**config.mk**
```make
export PLATFORM = sky130hd
export DESIGN_NAME = iterative_shifter
export DESIGN_NICKNAME = d
export VERILOG_FILES = /design/src/rtl/iterative_shifter.sv
export SDC_FILE = /design/constraint.sdc
export NUM_CORES = 1
export LEC_CHECK = 0
export ABC_AREA = 1
export BUFFER_PORTS_ARGS = -buffer_cell sky130_fd_sc_hd__buf_2
export CORE_ASPECT_RATIO = 0.7
export CORE_MARGIN = 3
export CORE_UTILIZATION = 35
export CTS_BUF_LIST = sky130_fd_sc_hd__clkbuf_16
export DETAILED_ROUTE_END_ITERATION = 7
export GPL_TIMING_DRIVEN = 1
export REMOVE_ABC_BUFFERS = 1
export SLEW_MARGIN = 20
export SYNTH_ARGS = -nofsm -noshare
export SYNTH_HDL_FRONTEND = slang
export SYNTH_SLANG_ARGS = --single-unit
```
**constraint.sdc**
```tcl
create_clock -name clk -period 4.07 [get_ports clk]
set_input_delay 0.814 -clock clk [delete_from_list [all_inputs] [get_ports clk]]
set_output_delay 0.814 -clock clk [all_outputs]
set_load 0.01 [all_outputs]
```
**src/rtl/iterative_shifter.sv**
```systemverilog
// Multi-cycle barrel-free shifter: SLL/SRL/SRA/ROTR applied one step per clock.
// Define SHIFTER_FAST4_EN to let each step move 4 bit positions while count >= 4.
module iterative_shifter (
    input  logic        clk,
    input  logic        reset,
    input  logic        start,
    input  logic [1:0]  op,
    input  logic [31:0] A,
    input  logic [31:0] shamt,
    output logic [31:0] Y,
    output logic        busy,
    output logic        done
);

    localparam logic [1:0] OP_SLL  = 2'b00;
    localparam logic [1:0] OP_SRL  = 2'b01;
    localparam logic [1:0] OP_SRA  = 2'b10;
    localparam logic [1:0] OP_ROTR = 2'b11;

    typedef enum logic {
        IDLE,
        SHIFT
    } state_t;

    state_t      state_q;
    state_t      state_d;
    logic [31:0] work_q;
    logic [4:0]  count_q;
    logic [1:0]  op_q;
    logic        load;
    logic        step;
    logic        finish;
    logic        use_four;
    logic [4:0]  count_dec;
    logic [31:0] work_step;

    // The zero-extender feeds a full word; only the low five bits are a shift amount.
    logic unused_shamt_hi;
    assign unused_shamt_hi = ^shamt[31:5];

`ifdef SHIFTER_FAST4_EN
    assign use_four = (count_q >= 5'd4);
`else
    assign use_four = 1'b0;
`endif

    assign count_dec = use_four ? 5'd4 : 5'd1;

    always_comb begin
        work_step = work_q;
        case (op_q)
            OP_SLL:  work_step = use_four ? {work_q[27:0], 4'b0000}
                                          : {work_q[30:0], 1'b0};
            OP_SRL:  work_step = use_four ? {4'b0000, work_q[31:4]}
                                          : {1'b0, work_q[31:1]};
            OP_SRA:  work_step = use_four ? {{4{work_q[31]}}, work_q[31:4]}
                                          : {work_q[31], work_q[31:1]};
            OP_ROTR: work_step = use_four ? {work_q[3:0], work_q[31:4]}
                                          : {work_q[0], work_q[31:1]};
            default: work_step = work_q;
        endcase
    end

    always_ff @(posedge clk) begin
        if (reset) begin
            state_q <= IDLE;
        end else begin
            state_q <= state_d;
        end
    end

    always_comb begin
        state_d = state_q;
        load    = 1'b0;
        step    = 1'b0;
        finish  = 1'b0;
        case (state_q)
            IDLE: begin
                if (start) begin
                    load    = 1'b1;
                    state_d = SHIFT;
                end
            end
            SHIFT: begin
                if (count_q != 5'd0) begin
                    step = 1'b1;
                end else begin
                    finish  = 1'b1;
                    state_d = IDLE;
                end
            end
            default: state_d = IDLE;
        endcase
    end

    // Y is only written on the finishing edge, so it holds between operations.
    always_ff @(posedge clk) begin
        if (reset) begin
            work_q  <= 32'd0;
            count_q <= 5'd0;
            op_q    <= OP_SLL;
            Y       <= 32'd0;
            busy    <= 1'b0;
            done    <= 1'b0;
        end else begin
            done <= finish;
            if (load) begin
                work_q  <= A;
                count_q <= shamt[4:0];
                op_q    <= op;
                busy    <= 1'b1;
            end else if (step) begin
                work_q  <= work_step;
                count_q <= count_q - count_dec;
            end
            if (finish) begin
                Y    <= work_q;
                busy <= 1'b0;
            end
        end
    end

endmodule

```
After elaboration in Yosys (flattened, before gate mapping):

Cells that the tools add are included.

* register bits: 74
* input port bits: 69

* $add $sub $neg: 1
* equality and inequality tests: 4
* multiplexer cells: 12
* bitwise logic cells: 1
* reductions and logical operators: 5

Operators with widths (number)
* one-hot mux 32 bit (4 select lines): 1
* 2-to-1 mux 32 bit: 2
* 2-to-1 mux 5 bit: 2
* 2-to-1 mux 1 bit: 6
* nonzero test 5 bit: 1
* subtractor 5 x 1 -> 5 bit (second input constant): 1
* equality test 2 bit (second input constant): 2
* equality test 2 x 1 -> 1 bit (second input constant): 1
* zero test 2 bit: 1
* inequality test 2 bit (second input constant): 1
* one-hot mux 1 bit (2 select lines): 1
* AND reduction 2 bit: 1
* nonzero test 2 bit: 1
* OR reduction 2 bit: 1
* NOT 1 bit: 1

Depth between registers and ports, before layout:

Gate-level depths: netlist of the first run.

* word-level depth: 5
* gate-level depth with buffers: 9
* depth with buffers taken out: 9

Worst setup path after synthesis of the first run:

OpenSTA, ideal clock, no wires.

* path kind: input-to-reg
* from: in reset
* to: reg Y[0]
* arrival: 1.561 ns
* required time: 4.003 ns
* path slack: 2.442 ns
* stages on the path: 5
* path buffers: 2
* path through: inv_1 -> buf_2 -> buf_1 -> nand3_1 -> o21ai_2

RTL lines
* start, declared: RTL line 5 `input logic reset,`
* end signal, assigned: RTL line 117 `Y <= work_q;`
* end, declared: RTL line 10 `output logic [31:0] Y,`

Worst setup path after layout of the first run:

* from: reg count_q[0]
* to: reg count_q[1]

* cells in the longest elaborated chain, start to end: 4
* elaborated cells on any way between the ends: 7

Ends and longest elaborated chain
* start, declared: RTL line 28 `logic [4:0] count_q;`
* start signal, assigned: RTL line 109 `count_q <= shamt[4:0];`
* start signal, assigned: RTL line 114 `count_q <= count_q - count_dec;`
* branches (longest 4 deep; another with subtractor 5 x 1 -> 5 bit)

Parallel ways; which one is timed is not known. The select of a mux whose other input is x is not followed.
A chain may end at the register's enable or synchronous reset.

==> results.json, run 1 <==
{
  "status": "finished clean",
  "clock_skew_ns": 0.00468,
  "slew_headroom_pct": 40.4,
  "fin_crit_ns": 2.50,
  "maxClockFrequency_ghz": 0.399,
  "startpoint_type": "flip-flop",
  "cpMaxStageDelayCell": "nand2_2",
  "cap_violations": 0,
  "dp_cells": 663,
  "path_class": "flip-flop to flip-flop",
  "synth.area.mux_share_pct": 0,
  "syn_area_per_cell_um2": 7.06,
  "io_pins": 103,
  "final_antenna_net_count": 0,
  "post_dp_cell_area_um2": 3890,
  "synth.distinct_cells": 25,
  "drt_pass1_iterations": 4,
  "clock_path_buffers": 2,
  "cp_max_fo": 37,
  "arrival_ns": 2.76,
  "worstSkewPairLatency_ns": 0.34,
  "worst_slack_ns": 1.57,
  "worstPathRequired_ns": 4.33,
  "dpl.hpwl_um": 5430,
  "final_cells": 680,
  "worstMarginPinSlew_ns": 0.894,
  "cts_hold_buf": 0,
  "setup_viol": 0,
  "drv_slew": 0,
  "fin_hold_ws_ns": 0.469,
  "area_growth_pct": 19.9,
  "start_util_pct": 37.2,
  "vias": 3288,
  "wire_per_inst_um": 13.0,
  "grt_pass1_vias": 3010,
  "synth_top_family_by_area": "simple AND/OR/NAND/NOR gates",
  "die_w_um": 125,
  "design_area_um2": 4190,
  "min_period_over_period_pct": 61.5,
  "cts_resized": 0,
  "max-vdd-ir-drop_mv": 0.213,
  "nets": 621,
  "gp_congestion": 0.760,
  "core_um2": 9400,
  "vias_per_cell": 4.84,
  "htree_levels": 3,
  "path_clk_slew_ns": 0.05,
  "synth_area_um2": 3490,
  "grt_pass1_wl_um": 14500,
  "cts_buffers": 9,
  "yosysWarnings": 0,
  "cp-end-kind": "flip-flop",
  "dpl_worst_slack_ns": 1.55,
  "drive_gt1_share_pct": 23.6,
  "yosys.area_share.adder_pct": 0.358,
  "rsz0062_at_grt": "false",
  "layout_commonest_cell": "o21ai_0",
  "max_stage_delay_ns": 0.82,
  "yosys.area_share.simple_pct": 25.5,
  "netlist_instances": 495,
  "grt_remaining_overflow": 0,
  "seq_area_frac_synth_pct": 42.4,
  "drcViolationCount": 0,
  "die_y_um": 89.6,
  "io_buffers": 75,
  "cts.sinks": 74,
  "tritoncts": "done",
  "power.total_mw": 2.05,
  "antenna_found_initial": 0,
  "p_per_area_nw_per_um2": 489,
  "grt.total_usage_pct": 16.2,
  "num_antenna_cells": 0,
  "synth_xor_area_share_pct": 0,
  "root_buffer": "clkbuf_16",
  "ys_ff_latch": 74,
  "finalHoldViolations": 0,
  "die_area_um2": 11200,
  "path_cells": "inv_1 > ha_1 > nand4_4 > nand2_2 > o21ai_0 > a21oi_1",
  "p_leak_nw": 1.93,
  "synth-compound-area-share_pct": 22.8,
  "setup-tns-final_ns": 0,
  "post-cts-setup-buffers": 0,
  "grt_max_degree": 70,
  "row_count": 29,
  "fin_util_pct": 44.6,
  "drt-initial-drc-count": 225,
  "hp-class": "flip-flop to flip-flop",
  "drt-total-wl_um": 8820,
  "final_cell_mix": "98 x o21ai_0, 86 x nand2_1, 77 x nor2_1, 75 x buf_2, 74 x dfxtp_1"
}
[layout make-up]
class                   count  area (um^2)
clock inverters             7         55.1
repair buffers             77          403
well taps                 124          155
flip-flops and latches     74         1480
inverters                  42          159
multi-input cells         347         1710
clock buffers               9          225
fillers                   994         5210
[state kept, by name, indices dropped and copies added (netlist names)]
register  count
op_q          2
state_q       1
count_q       5
Y            32
done          1
work_q       32
busy          1
[critical path, delay by kind of cell, from the launching register on]
| kind | cells | cell delay [ns] |
|---|---|---|
| compound gates | 2 | 0.31 |
| flops | 1 | 0.31 |
| fa+ha+maj | 1 | 0.34 |
| buf+inv | 1 | 0.12 |
| simple gates | 2 | 1.34 |
[cell usage after synthesis]
master,instances,share of area (%)
nand2_1,86,9.2
nand3_1,37,5.3
nand2_2,3,0.54
buf_1,2,0.21
o21ai_0,98,14
ha_1,1,0.36
buf_2,9,1.3
inv_1,41,4.4
clkbuf_1,17,1.8
o21ai_2,30,7.5
o31ai_1,1,0.21
nor2_2,2,0.36
a21oi_1,5,0.72
or2_2,1,0.18
nor2_4,1,0.32
clkbuf_2,1,0.14
nand4_4,1,0.61
buf_6,3,0.97
dfxtp_1,74,42
or2_4,1,0.25
o211a_1,1,0.29
nand3_2,1,0.29
inv_2,1,0.11
nor2_1,77,8.3
or2_0,1,0.18
[power by group]
group / internal, mW / leakage (nW) / switching (mW)
Combinational: 0.151 / 1.17 / 0.290
Sequential: 0.800 / 0.606 / 0.0539
Clock: 0.463 / 0.154 / 0.291
Total: 1.41 / 1.93 / 0.635
[final timing paths]
kind | slack [ns] | from | depth (start not counted) | to
worst min-delay path | 0.47 | Y[30] | 2 | Y[30]
worst min register to register | 0.47 | Y[30] | 2 | Y[30]
worst max-delay path | 1.57 | count_q[0] | 6 | count_q[1]
worst max register to register | 1.57 | count_q[0] | 6 | count_q[1]
[logic make-up after synthesis]
family | after synthesis
and+or+nand+nor | 211
DFF | 74
AOI/OAI and AO/OA | 135
adders and majority gates | 1
buffers and inverters | 74
[per-layer routing]
layer	track usage, %	part of all wire [%]	routed length [um]
met1	21.0	49	4310
met2	25.3	42	3740
met3	6.09	7.5	663
met4	5.51	1.3	114
met5	0	0	0
(Power assumes the default switching activity.)
==> inputs of run 2 (changes only) <==
Settings changed: ABC_AREA 1 to 0.
Clock period 4.07 ns to 2.4 ns, I/O delays scaled along.
==> run 2 against run 1 <==
- design area fell by 5.4%
- sequential power rose by 62%
- core utilization rose by 1.0 points
- synthesized cell count fell by 24%
- die area fell by 7.5%
- critical endpoint is now work_q[29]
- via count fell by 16%
- largest power group unchanged
- critical path depth did not move
==> results.json, run 2 <==
{
  "synth_area_um2": 3220,
  "drcViolationCount": 0,
  "layout_commonest_cell": "nand2_1",
  "fin_util_pct": 45.6,
  "min_period_over_period_pct": 74.3,
  "worstMarginPinSlew_ns": 0.495,
  "arrival_ns": 2.06,
  "ys_top_cells_by_count": "99 x nand2_1, 74 x dfxtp_1, 39 x a21oi_1, 34 x o21ai_0",
  "antenna_found_initial": 0,
  "use_met3_pct": 5.15,
  "startpoint_type": "flip-flop",
  "path_clk_slew_ns": 0.06,
  "synth_top_cell_area_share_pct": 46.1,
  "async_flop_share_pct": 0,
  "htree_levels": 3,
  "max-vdd-ir-drop_mv": 0.403,
  "worstPathRequired_ns": 2.67,
  "die_w_um": 121,
  "status": "finished clean",
  "yosysWarnings": 0,
  "top_regs": "Y x32, work_q x32, count_q x5",
  "dp_cells": 552,
  "fin_crit_ns": 1.78,
  "area_growth_pct": 23.3,
  "finalHoldViolations": 0,
  "path_class": "flip-flop to flip-flop",
  "start_util_pct": 37.0,
  "tritoncts": "done",
  "synthTopCellsByArea": "dfxtp_1 46%, nand2_1 12%, mux2i_1 9.3%",
  "cts_hold_buf": 0,
  "cp-end-kind": "flip-flop",
  "core_um2": 8690,
  "busiest_layer": "met1",
  "drv_slew": 0,
  "synth.distinct_cells": 31,
  "root_buffer": "clkbuf_16",
  "die_y_um": 86.2,
  "synth.most_common_cell": "nand2_1",
  "final_cells": 568,
  "rsz0062_at_grt": "false",
  "gp_congestion": 0.761,
  "cts.sinks": 74,
  "p_per_area_nw_per_um2": 767,
  "grt.met1_usage_pct": 23.3,
  "worstSkewPairLatency_ns": 0.33,
  "wire_per_inst_um": 14.0,
  "met2_usage_pct": 22.9,
  "synth_ff_type": "dfxtp_1",
  "io_buffers": 75,
  "netlist_instances": 376,
  "grt_max_degree": 39,
  "seq_area_frac_synth_pct": 46.1,
  "post-cts-setup-buffers": 0,
  "drt_pass1_iterations": 4,
  "post_dp_cell_area_um2": 3700,
  "grt_pass1_wl_um": 13100,
  "drive_gt1_share_pct": 23.4,
  "drt-initial-drc-count": 182,
  "vias": 2751,
  "clock_skew_ns": 0.00688,
  "nets": 513,
  "maxClockFrequency_ghz": 0.561,
  "num_antenna_cells": 0,
  "final_cell_mix": "99 x nand2_1, 75 x buf_2, 74 x dfxtp_1, 39 x a21oi_1, 34 x o21ai_0",
  "setup_viol": 0,
  "synth-edff-count": 0,
  "cap_violations": 0,
  "max_stage_delay_ns": 0.35,
  "cp_max_fo": 31,
  "p_leak_nw": 1.75,
  "row_count": 28,
  "clock_path_buffers": 2,
  "cts_buffers": 9,
  "power.total_mw": 3.04,
  "cts_resized": 0,
  "path_cells": "inv_1 > ha_1 > and3_1 > nor3_4 > buf_4 > a22o_1",
  "vias_per_cell": 4.84,
  "die_area_um2": 10400,
  "slew_headroom_pct": 66.9,
  "ys_ff_latch": 74,
  "grt.total_usage_pct": 15.9,
  "hp-class": "primary input to flip-flop",
  "drt-total-wl_um": 7960,
  "design_area_um2": 3960,
  "cpMaxStageDelayCell": "buf_4",
  "grt_remaining_overflow": 0,
  "setup-tns-final_ns": 0,
  "yosysTopAreaCell": "dfxtp_1",
  "grt_pass1_vias": 2602,
  "syn_area_per_cell_um2": 8.55,
  "io_pins": 103,
  "dpl.hpwl_um": 5470,
  "final_antenna_net_count": 0
}
run 2: cell count changes in the layout (fill, tap and decap cells not counted), moves of 8 or more:
cell,delta
a21oi_1,+34
o21ai_0,-64
buf_4,+8
o21ai_2,-30
nand3_1,-36
inv_1,-40
nand2_1,+13
nor2_1,-67
a22o_1,+30
mux2i_1,+30
run 2: stage by stage:
stage | hold slack (ns) | setup slack, ns
global route | 0.382 | 0.462
CTS | 0.377 | 0.605
global placement | 0.440 | 0.656
floorplan | 0.438 | -0.680
finish | 0.388 | 0.617
detailed placement | 0.445 | 0.638
run 2: final timing paths:
check	start	endpoint	slack, ns	cells past startpoint
worst min register to register	Y[16]	Y[16]	0.45	2
worst max-delay path	count_q[0]	work_q[29]	0.62	6
worst max register to register	count_q[0]	work_q[29]	0.62	6
worst min-delay path	op[1]	op_q[1]	0.39	3
run 2: cell families (layout without fill, tap and decap cells):
group / count (synthesis) / count (layout) / share of synthesized area, %
simple gates: 123 / 123 / 15.8
flops: 74 / 74 / 46.1
compound gates: 115 / 115 / 22.9
mux: 30 / 30 / 9.34
buf+inv: 33 / 105 / 5.45
fa+ha+maj: 1 / 1 / 0.389
run 2: final cells by class:
class,count,area (um^2)
Tap cell,120,150
Multi-Input combinational cell,269,1580
Fill cell,913,4720
Clock inverter,7,37.5
Sequential cell,74,1480
Inverter,3,11.3
Clock buffer,9,225
Timing Repair Buffer,86,483
run 2: report_power, final:
| part | total (mW) | switching, mW | internal [mW] |
|---|---|---|---|
| Clock | 1.19 | 0.505 | 0.684 |
| Combinational | 0.470 | 0.270 | 0.200 |
| Sequential | 1.38 | 0.0771 | 1.30 |
run 2: routing by layer:
layer	vias up	wire length, um
met5	-	0
met4	0	35
met3	4	387
met2	64	3260
met1	1237	4280
li1	1446	-
run 2: worst max-delay path, delay by kind of cell (launching register included):
| family | cells | cell delay (ns) |
|---|---|---|
| buf+inv | 2 | 0.41 |
| compound gates | 1 | 0.20 |
| simple gates | 2 | 0.49 |
| fa+ha+maj | 1 | 0.28 |
| flops | 1 | 0.34 |
